===== config.mk =====
export PLATFORM = sky130hd
export DESIGN_NAME = instr_fetch
export DESIGN_NICKNAME = d
export VERILOG_FILES = /design/src/rtl/instr_fetch.sv
export SDC_FILE = /design/constraint.sdc
export NUM_CORES = 1
export LEC_CHECK = 0
export CAP_MARGIN = 5
export CELL_PAD_IN_SITES_DETAIL_PLACEMENT = 0
export CELL_PAD_IN_SITES_GLOBAL_PLACEMENT = 1
export CORE_ASPECT_RATIO = 2
export CORE_MARGIN = 2
export CORE_UTILIZATION = 43
export CTS_CLUSTER_SIZE = 24
export DETAILED_ROUTE_END_ITERATION = 7
export GPL_ROUTABILITY_DRIVEN = 1
export PLACE_DENSITY_LB_ADDON = 0.1
export SETUP_SLACK_MARGIN = 0.1
export SYNTH_ARGS = -nofsm -noshare
export SYNTH_HDL_FRONTEND = slang
export SYNTH_SLANG_ARGS = --single-unit

===== constraint.sdc =====
create_clock -name clk -period 3.1 [get_ports clk]
set_input_delay 0.465 -clock clk [delete_from_list [all_inputs] [get_ports clk]]
set_output_delay 0.465 -clock clk [all_outputs]
set_load 0.01 [all_outputs]

===== src/rtl/instr_fetch.sv =====
// -----------------------------------------------------------------------------
// instr_fetch : instruction fetch stage feeding the instruction decoder.
//
// Owns the fetch address, loads the reset vector, reads program ROM one word at
// a time over a req/ack interface, buffers returned words and presents them in
// order to the decoder with a valid/ready handshake. Downstream redirects
// (jumps/branches) reload the fetch address and discard prefetched words; a
// read that is still in flight at the redirect completes and is dropped.
//
// Optional feature macro: PREFETCH_EN
//   defined   : prefetch buffer of DEPTH (1 or 2) words, fetching continues
//               while the decoder stalls.
//   undefined : single holding register, next read only after the held word
//               is consumed. DEPTH has no effect.
//
// Ports:
//   clk, rst_n                 clock, asynchronous active-low reset
//   MAB, rom_req               ROM word address / read request (out)
//   rom_ack, MDB_in            ROM read acknowledge / read data (in)
//   MDB_out, word_valid, PC    head word, its valid flag and its address (out)
//   word_ready                 decoder consumes the head word (in)
//   redir_valid/rel/val        redirect request, relative flag, target/offset
//   vec_done                   reset vector has been loaded (out)
// -----------------------------------------------------------------------------
module instr_fetch #(
   parameter logic [15:0] RESET_VEC = 16'hFFFE,
   parameter int unsigned DEPTH     = 2
) (
   input  logic        clk,
   input  logic        rst_n,
   output logic [15:0] MAB,
   output logic        rom_req,
   input  logic        rom_ack,
   input  logic [15:0] MDB_in,
   output logic [15:0] MDB_out,
   output logic        word_valid,
   input  logic        word_ready,
   output logic [15:0] PC,
   input  logic        redir_valid,
   input  logic        redir_rel,
   input  logic [15:0] redir_val,
   output logic        vec_done
);

   localparam int unsigned AW    = 16;
   localparam int unsigned SLOTS = 2;

`ifdef PREFETCH_EN
   localparam int unsigned FD = (DEPTH >= 2) ? 2 : 1;
`else
   // single holding register whatever DEPTH says
   localparam int unsigned FD = (DEPTH != 0) ? 1 : 1;
`endif

   typedef enum logic [1:0] {
      S_VEC      = 2'd0,
      S_VEC_WAIT = 2'd1,
      S_RUN      = 2'd2
   } state_t;

   // one buffered instruction word and the address it was read from
   typedef struct packed {
      logic [AW-1:0] data;
      logic [AW-1:0] addr;
   } fetch_word_t;

   state_t              state, state_nx;
   logic [AW-1:0]       fetch_addr, fetch_d;
   logic [AW-1:0]       last_pc, last_pc_d;
   logic [AW-1:0]       mab_d;
   logic                req_d, stale, stale_d, vec_done_d;
   fetch_word_t         q   [SLOTS];
   fetch_word_t         q_d [SLOTS];
   logic [SLOTS-1:0]    q_vld, q_vld_d;

   logic                ack_c, pop_c, redir_c, issue_c, push_c, clear_c;
   logic [1:0]          occ_c;
   logic                slot_c;
   logic [AW-1:0]       rel_off_c, target_c;

   // head of the buffer drives the decoder side directly from flops
   assign MDB_out    = q[0].data;
   assign PC         = q[0].addr;
   assign word_valid = q_vld[0];

   // handshake and redirect qualifiers
   always_comb begin
      ack_c     = rom_req & rom_ack;
      pop_c     = q_vld[0] & word_ready;
      redir_c   = redir_valid & (state == S_RUN);
      occ_c     = 2'(q_vld[0]) + 2'(q_vld[1]);
      // word offset in [9:0], sign-extended and scaled to bytes
      rel_off_c = {{5{redir_val[9]}}, redir_val[9:0], 1'b0};
      target_c  = redir_rel ? (last_pc + 16'd2 + rel_off_c)
                            : {redir_val[15:1], 1'b0};
      // an in-flight read counts against buffer space
      issue_c   = (state == S_RUN) & ~rom_req & ~redir_c & (32'(occ_c) < FD);
   end

   // state register
   always_ff @(posedge clk or negedge rst_n) begin
      if (!rst_n) state <= S_VEC;
      else        state <= state_nx;
   end

   // next-state logic
   always_comb begin
      state_nx = state;
      case (state)
         S_VEC:      state_nx = S_VEC_WAIT;
         S_VEC_WAIT: if (ack_c) state_nx = S_RUN;
         S_RUN:      state_nx = S_RUN;
         default:    state_nx = S_VEC;
      endcase
   end

   // request, fetch address, stale tracking and last_pc updates
   always_comb begin
      req_d      = rom_req;
      mab_d      = MAB;
      fetch_d    = fetch_addr;
      stale_d    = stale;
      vec_done_d = vec_done;
      last_pc_d  = last_pc;
      push_c     = 1'b0;
      clear_c    = 1'b0;
      case (state)
         S_VEC: begin
            req_d = 1'b1;
            mab_d = RESET_VEC;
         end
         S_VEC_WAIT: begin
            // vector word sets the fetch address and is never buffered
            if (ack_c) begin
               req_d      = 1'b0;
               fetch_d    = {MDB_in[15:1], 1'b0};
               vec_done_d = 1'b1;
            end
         end
         S_RUN: begin
            if (ack_c) begin
               req_d   = 1'b0;
               stale_d = 1'b0;
               if (!stale && !redir_c) begin
                  push_c  = 1'b1;
                  fetch_d = fetch_addr + 16'd2;
               end
            end
            // redirect wins over a sequential advance in the same cycle
            if (redir_c) begin
               fetch_d = target_c;
               clear_c = 1'b1;
               if (rom_req && !ack_c) stale_d = 1'b1;
            end
            if (issue_c) begin
               req_d = 1'b1;
               mab_d = fetch_addr;
            end
            if (pop_c) last_pc_d = q[0].addr;
         end
         default: ;
      endcase
   end

   // buffer next state: shift on pop, append behind the remaining words
   always_comb begin
      for (int i = 0; i < int'(SLOTS); i++) q_d[i] = q[i];
      q_vld_d = q_vld;
      // a push only lands when space was reserved, so the slot is 0 or 1
      slot_c  = pop_c ? 1'b0 : occ_c[0];
      if (clear_c) begin
         q_vld_d = '0;
      end else begin
         if (pop_c) begin
            q_d[0]     = q[1];
            q_vld_d[0] = q_vld[1];
            q_vld_d[1] = 1'b0;
         end
         if (push_c) begin
            q_d[slot_c].data = MDB_in;
            q_d[slot_c].addr = MAB;
            q_vld_d[slot_c]  = 1'b1;
         end
      end
   end

   // datapath registers
   always_ff @(posedge clk or negedge rst_n) begin
      if (!rst_n) begin
         rom_req    <= 1'b0;
         MAB        <= RESET_VEC;
         fetch_addr <= '0;
         stale      <= 1'b0;
         vec_done   <= 1'b0;
         last_pc    <= '0;
         q_vld      <= '0;
         for (int i = 0; i < int'(SLOTS); i++) q[i] <= '0;
      end else begin
         rom_req    <= req_d;
         MAB        <= mab_d;
         fetch_addr <= fetch_d;
         stale      <= stale_d;
         vec_done   <= vec_done_d;
         last_pc    <= last_pc_d;
         q_vld      <= q_vld_d;
         for (int i = 0; i < int'(SLOTS); i++) q[i] <= q_d[i];
      end
   end

endmodule


# Yosys cells after proc, flatten, opt, wreduce, memory -nomap -nowiden
# Cells that the tools add are included.
dict set report totals {
  in_bits 38
  regBits 119
  out_inout_bits 51
  wordCells 91
}
dict set report classes {
  n_mux 37
  eq_ne 6
  n_addsub 4
  n_bitwise 11
  reduce_logical 16
  n_lt_le_gt_ge 5
}
# operator count
set op_table {}
lappend op_table {{$bwmux 64} 2}
lappend op_table {{$mux 16} 7}
lappend op_table {{$mux 32} 3}
lappend op_table {{$demux 32 s1} 2}
lappend op_table {{$mux 64} 1}
lappend op_table {{$pmux 16 s2} 2}
lappend op_table {{$add 16x2->16 const B} 2}
lappend op_table {{$add 16x16->16} 1}
lappend op_table {{$mux 1} 12}
lappend op_table {{$mux 2} 5}
lappend op_table {{$reduce_and 2->1} 4}
lappend op_table {{$and 1x1->1} 6}
lappend op_table {{$pmux 2 s3} 1}
lappend op_table {{$logic_and 1x1->1} 4}
lappend op_table {{$lt 2x1->1 const B} 2}
lappend op_table {{$ne 2x2->1 const B} 2}
lappend op_table {{$reduce_and 4->1} 1}
lappend op_table {{$reduce_bool 2->1} 2}
lappend op_table {{$logic_not 1->1} 3}
lappend op_table {{$ne 3x2->1 const B} 1}
lappend op_table {{$ne 3x3->1 const B} 1}
lappend op_table {{$not 1->1} 3}
lappend op_table {{$pmux 1 s3} 1}
lappend op_table {{$reduce_bool 3->1} 1}
lappend op_table {{other kinds (10)} 10}

# Depth between registers and ports, before layout
# Gate-level depths: netlist of the first run.
dict set report depth {
  ltp_word 10
  ltp_mapped 11
  ltp_nobuf 11
}

# Least setup slack after synthesis of the first run
# Ideal clock, no wire load.
dict set report synth_timing {
  path_kind {input port to flip-flop}
  start {input redir_val[1]}
  end {register fetch_addr[14]}
  stages 9
  t_arrival_ns 2.538
  n_path_buf 0
  path_slack_ns 0.419
  setup_time_ns 0.143
  required_time_ns 2.957
  cell_sequence {ha_1 > ha_1 > fa_1 > a21o_1 > a221oi_2 > o21ai_1 > or4_1 > nand3_1 > a41oi_1}
}
dict set report synth_between {
  elab_chain_len 4
}
# element line_no
set synth_lines {}
lappend synth_lines {{start, declared} 41} ;# input logic [15:0] redir_val,
lappend synth_lines {{$add 16x16->16} 94} ;# target_c = redir_rel ? (last_pc + 16'd2 + rel_off_c)
lappend synth_lines {{$mux 16} 94}
lappend synth_lines {{$mux 16} 150} ;# if (redir_c) begin
lappend synth_lines {{$pmux 16 s2} 127} ;# case (state)
lappend synth_lines {{end signal, assigned} 201} ;# fetch_addr <= fetch_d;
lappend synth_lines {{end, declared} 68} ;# logic [AW-1:0] fetch_addr, fetch_d;
# Every way passes these cells.
# A chain may end at the register's enable or synchronous reset.

# Worst setup path after layout of the first run
# Ends and elaborated chain as after synthesis.

==> results of run 1 <==
## worst max-delay path: stages
cell             delay, ns
clkdlybuf4s50_1       0.43
ha_1                  0.31
ha_1                  0.23
fa_1                  0.44
a21o_1                0.25
a221oi_4              0.27
o21ai_2               0.13
or4_1                 0.40
nand3_1               0.09
a41oi_1               0.10
## power by group through the flow
stage | registers [W] | clock network, W | logic (W)
floorplan | 0.00263 | 0 | 0.00221
global placement | 0.00277 | 0 | 0.00322
detailed placement | 0.00279 | 0 | 0.00328
CTS | 0.00278 | 0.00202 | 0.00331
global route | 0.00286 | 0.00210 | 0.00360
finish | 0.00277 | 0.00200 | 0.00329
## cell families after synthesis
kind of cell,after synthesis
AO/OA/AOI/OAI,177
buffers and inverters,82
adder cells (fa/ha/maj),35
multiplexers,55
AND/OR/NAND/NOR,146
XOR/XNOR,16
flip-flops,119
## metrics by stage
step	instance area, sq um	cells	total power (W)	setup slack, ns
after floorplan	6499	630	0.004839	0.4193
after global placement	7510	884	0.005992	-0.1855
after detailed placement	7510	884	0.006070	-0.2386
after CTS	8102	916	0.008104	0.1938
after global routing	8117	916	0.008562	0.1254
final	8117	916	0.008055	0.2649
## how the worst max path moves through the flow
| stage | start | end | slack (ns) |
|---|---|---|---|
| final | redir_val[1] | fetch_addr[14] | 0.26 |
| after global routing | redir_val[1] | fetch_addr[12] | 0.13 |
| after CTS | redir_val[1] | fetch_addr[14] | 0.19 |
| after detailed placement | redir_val[1] | fetch_addr[14] | -0.24 |
| after global placement | redir_val[1] | fetch_addr[14] | -0.19 |
| after floorplan | redir_val[1] | fetch_addr[14] | 0.42 |
## timing repair
| action | 4_1_cts | 5_1_grt |
|---|---|---|
| hold endpoints to repair | 0 | 0 |
| setup endpoints to repair | 0 | 2 |
| gates resized for setup | 0 | 2 |
## cells in the final DEF, fill, tap and decap left out, drive strengths merged, types with 4 or more instances in the layout
cell,count
a21o,8
buf,38
a211oi,4
or3,4
nand4,5
o22a,15
and2,5
xnor2,10
o22ai,33
nand2,31
o211ai,4
nor3,6
and3,11
inv,23
nor2,52
mux2,49
and4,4
o21ai,28
xor2,6
clkdlybuf4s50,87
dfrtp,104
nand3,15
clkinv,4
clkbuf,17
dfstp,15
a21oi,56
ha,34
nor2b,5
mux2i,6
## final cells by class
type                    count  area [sq um]
clock buffers              17         425.4
well taps                 195         244.0
repair buffers            125          1169
inverters                  16         60.06
multi-input cells         429          3055
clock inverters            15         166.4
fillers                  1380          6703
flip-flops and latches    119          2997
## per-layer routing
layer  track usage (%)  part of all wire [%]
met5                 0                     0
met4             9.280                   2.8
met3             4.204                   3.8
met2             44.97                    56
met1             25.55                    38
==> impl_results.md, run 1 <==
- Setup TNS: 0 ns
- IO Count: 89
- Leading area contributor after synthesis: dfrtp_1
- Clock power share: 24.8%
- Gr ovfl total: 0
- CTS sink count: 119
- Post-Synthesis Cells: 630
- RSZ-0062 raised after global routing: no
- CTS tree: done
- Multiplexer share of the synthesized area: 9.472%
- P&R area growth vs syn: 24.89%
- Share of synthesized cell area in full adder, half adder and majority cells: 6.854%
- Worst r2r src: last_pc[2]
- Initial DRC count: 186
- Layout Utilization: 54.77%
- Largest net degree at the start of global routing: 52
- Synth warnings: 0
- N_diodes: 0
- Leak: 3.699 nW
- Register bit total from synthesis: 119
- Post-synthesis xor/xnor area fraction: 2.156%
- Ranking of synthesized cells by area: dfrtp_1, mux2_2, ha_1
- Status: finished, final reports clean
- Final Hold Viols: 0
- H-tree depth: 4
- Core area: 14820 sq um
- First-pass DRT Iterations: 5
- Synth Net Count: 703
- Crit path DAT: 3.12 ns
- Reg-to-reg setup timing slack: 0.40 ns
- Post-route antenna net violation count: 0
- Post-synthesis area per instance: 10.32 sq um
- Max-Cap Viols: 0
- PortBufs: 88
- Post-CTS Setup Bufs: 0
- Post-synth EDFFs: 0
- Avg Vias per Cell: 5.595
- Crit-path max FO: 3
- Max Slew Vio Count: 0
- Simple-gate share of the synthesized area: 10.84%
- Core Rows: 63
- DIE HEIGHT: 177.9 um
- Final setup viols: 0
- Hold buffers post-CTS: 0
- Worst-skew pair later-pin latency: 0.42 ns
- Synth Flop Type: dfrtp_1
- Layout cells sized above 1: 19.69%
- FMAX: 0.3527 GHz
- Worst Clk Skew: 0.01224 ns
- Count of cell types in the netlist: 61
- Clock Path Buffers: 2
- Gpl congestion: 0.8990
- First-pass GRT wire length: 29260 um
- Post-synth top cells: dfrtp_1, a21oi_1, nor2_1
- Tcrit/Tclk final: 91.45%
- Via count: 5125
- Reg2Reg Depth: 9
- Fin nets: 781
- Switching share of power: 37.18%
- Pwr dens: 992.4 nW/um^2
- FF-to-FF End: fetch_addr[14]
- Share of the synthesized area in the top cell type: 40.05%
- Largest family of logic cells by synthesized area: compound AO/OA/AOI/OAI gates
- Hold Slack: 0.06207 ns
- Setup crit end kind: register
- Most frequent cell after synthesis: dfrtp_1
- Global Route Usage Sum: 23.65%
- Sequential area share after synthesis: 46.11%
- Psw: 0.002995 W
- Worst-path clk slew: 0.07 ns
- Worst IR Drop VDD: 0.4549 mV
- Initial Util: 43.85%
- Post-Route WL: 18300 um
- Slew @ Worst Pin: 0.6292 ns
- WL per Instance: 19.98 um
- Compound-Gate Fraction of Synth Area: 17.46%
- Final Critical Period: 2.835 ns
- DP HPWL: 13920 um
- Sequential power share: 34.4%
- Cts bufs inserted: 17
- P_int: 0.005060 W
- Ys async rst share: 100.0%
- Worst Path Required: 3.38 ns
- DRC: 0
- Rel. slew slack: 58.05%
- Min-delay worst type: in -> async
- Initial antenna violation count: 0
- Comb power frac: 40.8%
- Die extent in x: 90.93 um
- Post-Syn Area: 6499 sq um
- CP Launch Type: input port
- Die ar.: 16170 sq um
- Crit path kind: in -> reg
- Number of global-route vias before repair: 5418
- Clock Tree Root: clkbuf_16
No activity file was read; power rests on OpenSTA's default activity.
==> run 2, diff against run 1 <==
CORE_UTILIZATION = 47   (was 43)
clock period = 3.4 ns   (was 3.1 ns; I/O delays follow)
==> run 2 against run 1 <==
- worst hold slack worse by 0.059 ns
- sequential power is 8.7% lower
- first-iteration DRC count is 68% higher
- final area is 1.6% lower
- die area is 8.2% lower
- via count is 1.2% lower
- clock skew is 0.0046 ns lower
- clock-buffer cell count is 3 higher
- global-route usage is 1.8 points higher
- largest power group unchanged
==> impl_results.md, run 2 (synthesized netlist as in run 1, its figures left out) <==
- Die extent in x: 87.15 um (was 90.93 um)
- CTS tree: done (unchanged)
- Min-delay worst type: in -> async (unchanged)
- Status: finished, final reports clean (unchanged)
- Total Power: 0.007403 W (was 0.008055 W)
- Via count: 5064 (was 5125)
- FMAX: 0.3391 GHz
- Initial DRC count: 312 (was 186)
- Worst Clk Skew: 0.007610 ns (was 0.01224 ns)
- Clock Tree Root: clkbuf_16 (unchanged)
- FF-to-FF End: fetch_addr[14] (unchanged)
- Core area: 13510 sq um (was 14820 sq um)
- P&R area growth vs syn: 22.91% (was 24.89%)
- Pwr dens: 926.9 nW/um^2 (was 992.4 nW/um^2)
- Number of global-route vias before repair: 5424 (was 5418)
- Worst IR Drop VDD: 0.5140 mV (was 0.4549 mV)
- Post-route setup slack: 0.4511 ns (was 0.2649 ns)
- Placed cells: 827 (was 884)
- Worst r2r src: last_pc[2] (unchanged)
- DRC: 0 (unchanged)
- Hold buffers post-CTS: 0 (unchanged)
- Slew @ Worst Pin: 0.5672 ns (was 0.6292 ns)
- FILL cells: 1165 (was 1380)
- Reg-to-reg setup timing slack: 0.62 ns (was 0.40 ns)
- Avg Vias per Cell: 5.895 (was 5.595)
- Layout Utilization: 59.11% (was 54.77%)
- Post-route antenna net violation count: 0 (unchanged)
- Fin nets: 764 (was 781)
- Max Slew Vio Count: 0 (unchanged)
- PortBufs: 88 (unchanged)
- Final Hold Viols: 0 (unchanged)
- First-pass DRT Iterations: 4 (was 5)
- Crit path kind: in -> reg (unchanged)
- Post-Route WL: 17670 um (was 18300 um)
- Setup TNS: 0 ns (unchanged)
- Cts bufs inserted: 17 (unchanged)
- Commonest non-fill, non-tap cell in the layout: dfrtp_1 (unchanged)
- Crit path DAT: 3.22 ns (was 3.12 ns)
- Most frequent cells in the layout: dfrtp_1, clkdlybuf4s50_1, a21oi_1, nor2_1, mux2_2 (unchanged)
- Setup crit end kind: register (unchanged)
- Tcrit/Tclk final: 86.73%
- H-tree depth: 4 (unchanged)
- Leak: 3.635 nW (was 3.699 nW)
- Max-Cap Viols: 0 (unchanged)
- Final setup viols: 0 (unchanged)
- Worst Path Required: 3.67 ns (was 3.38 ns)
- Worst-path clk slew: 0.06 ns (was 0.07 ns)
- N_diodes: 0 (unchanged)
- Post-CTS Setup Bufs: 0 (unchanged)
- DP HPWL: 13000 um (was 13920 um)
- Clock Path Buffers: 2 (unchanged)
- Layout cells sized above 1: 17.47% (was 19.69%)
- CP Launch Type: input port (unchanged)
- Final Critical Period: 2.949 ns
- First-pass GRT wire length: 28780 um (was 29260 um)
- Gr ovfl total: 0 (unchanged)
- Post-Place Setup Slack: 0.02553 ns (was -0.2386 ns)
- Largest net degree at the start of global routing: 96 (was 52)
- IO Count: 89 (unchanged)
- Core Rows: 60 (was 63)
- WL per Instance: 20.58 um (was 19.98 um)
- Storage cell area: 2997 sq um (unchanged)
- Die ar.: 14840 sq um (was 16170 sq um)
- Worst-skew pair later-pin latency: 0.41 ns (was 0.42 ns)
- CTS sink count: 119 (unchanged)
- Reg2Reg Depth: 9 (unchanged)
- RSZ-0062 raised after global routing: no (unchanged)
- Area taken by multi-input logic gates: 3040 sq um (was 3055 sq um)
- CTS resizes: 0 (unchanged)
- Gpl congestion: 0.8671 (was 0.8990)
- DIE HEIGHT: 170.3 um (was 177.9 um)
- Global Route Usage Sum: 25.44% (was 23.65%)
- Rel. slew slack: 62.07% (was 58.05%)
- Initial Util: 48.09% (was 43.85%)
- Initial antenna violation count: 0 (unchanged)
- Post-Layout Cell Count: 859 (was 916)
- Crit-path max FO: 4 (was 3)
[run 2: changes by cell type in the layout (fill, tap and decap cells not counted)]
cell | previous run | this run
buf_4 | 37 | 20
inv_6 | 6 | 0
bufinv_16 | 2 | 5
clkbuf_8 | 0 | 2
clkinvlp_4 | 2 | 4
a221oi_2 | 0 | 1
a221oi_4 | 1 | 0
clkbuf_1 | 0 | 1
clkinv_4 | 2 | 1
inv_8 | 1 | 0
o21ai_1 | 1 | 2
o21ai_2 | 1 | 0
[run 2: power breakdown]
group,switching [W],internal (W),total (W)
Combinational,0.00147,0.00141,0.00288
Sequential,0.000495,0.00203,0.00253
Clock,0.000658,0.00134,0.00200
[run 2: layout make-up]
| class | count | area share [%] |
|---|---|---|
| Tap cell | 155 | 2.428 |
| Sequential cell | 119 | 37.52 |
| Inverter | 16 | 0.7519 |
| Multi-Input combinational cell | 429 | 38.06 |
| Clock inverter | 12 | 2.491 |
| Clock buffer | 20 | 5.717 |
| Timing Repair Buffer | 108 | 13.03 |
[run 2: worst max-delay path, stage by stage]
cell	delay (ns)
clkdlybuf4s50_1	0.42
ha_1	0.31
ha_1	0.23
fa_1	0.44
a21o_1	0.23
a221oi_2	0.28
o21ai_1	0.19
or4_1	0.42
nand3_1	0.09
a41oi_1	0.10
[run 2: worst max path at each step]
stage | start | cells after the start | to
floorplan | redir_val[1] | 9 | fetch_addr[14]
global placement | redir_val[1] | 10 | fetch_addr[14]
detailed placement | redir_val[1] | 10 | fetch_addr[14]
CTS | redir_val[1] | 10 | fetch_addr[14]
global route | redir_val[9] | 9 | fetch_addr[14]
finish | redir_val[1] | 10 | fetch_addr[14]
[run 2: routing by layer]
metal	part of all wire [%]	vias up	track usage, %	wire, um
li1	-	2393	-	-
met1	38	2506	28.40	6772
met2	55	123	46.17	9718
met3	3.3	42	4.219	579
met4	3.4	0	11.30	603
met5	0	-	0	0
[run 2: per-stage QoR]
step / hold slack [ns] / instance area [sq um]
after detailed placement: 0.4427 / 7332
final: 0.003044 / 7988
after CTS: 0.004130 / 7988
after floorplan: 0.2144 / 6499
after global routing: 0.02445 / 7988
after global placement: 0.4424 / 7332
==> run 3, diff against run 2 <==
SLEW_MARGIN = 20   (was unset)
==> results of run 3 <==
No change in the layout: final DEF, timing and power equal those of run 2.
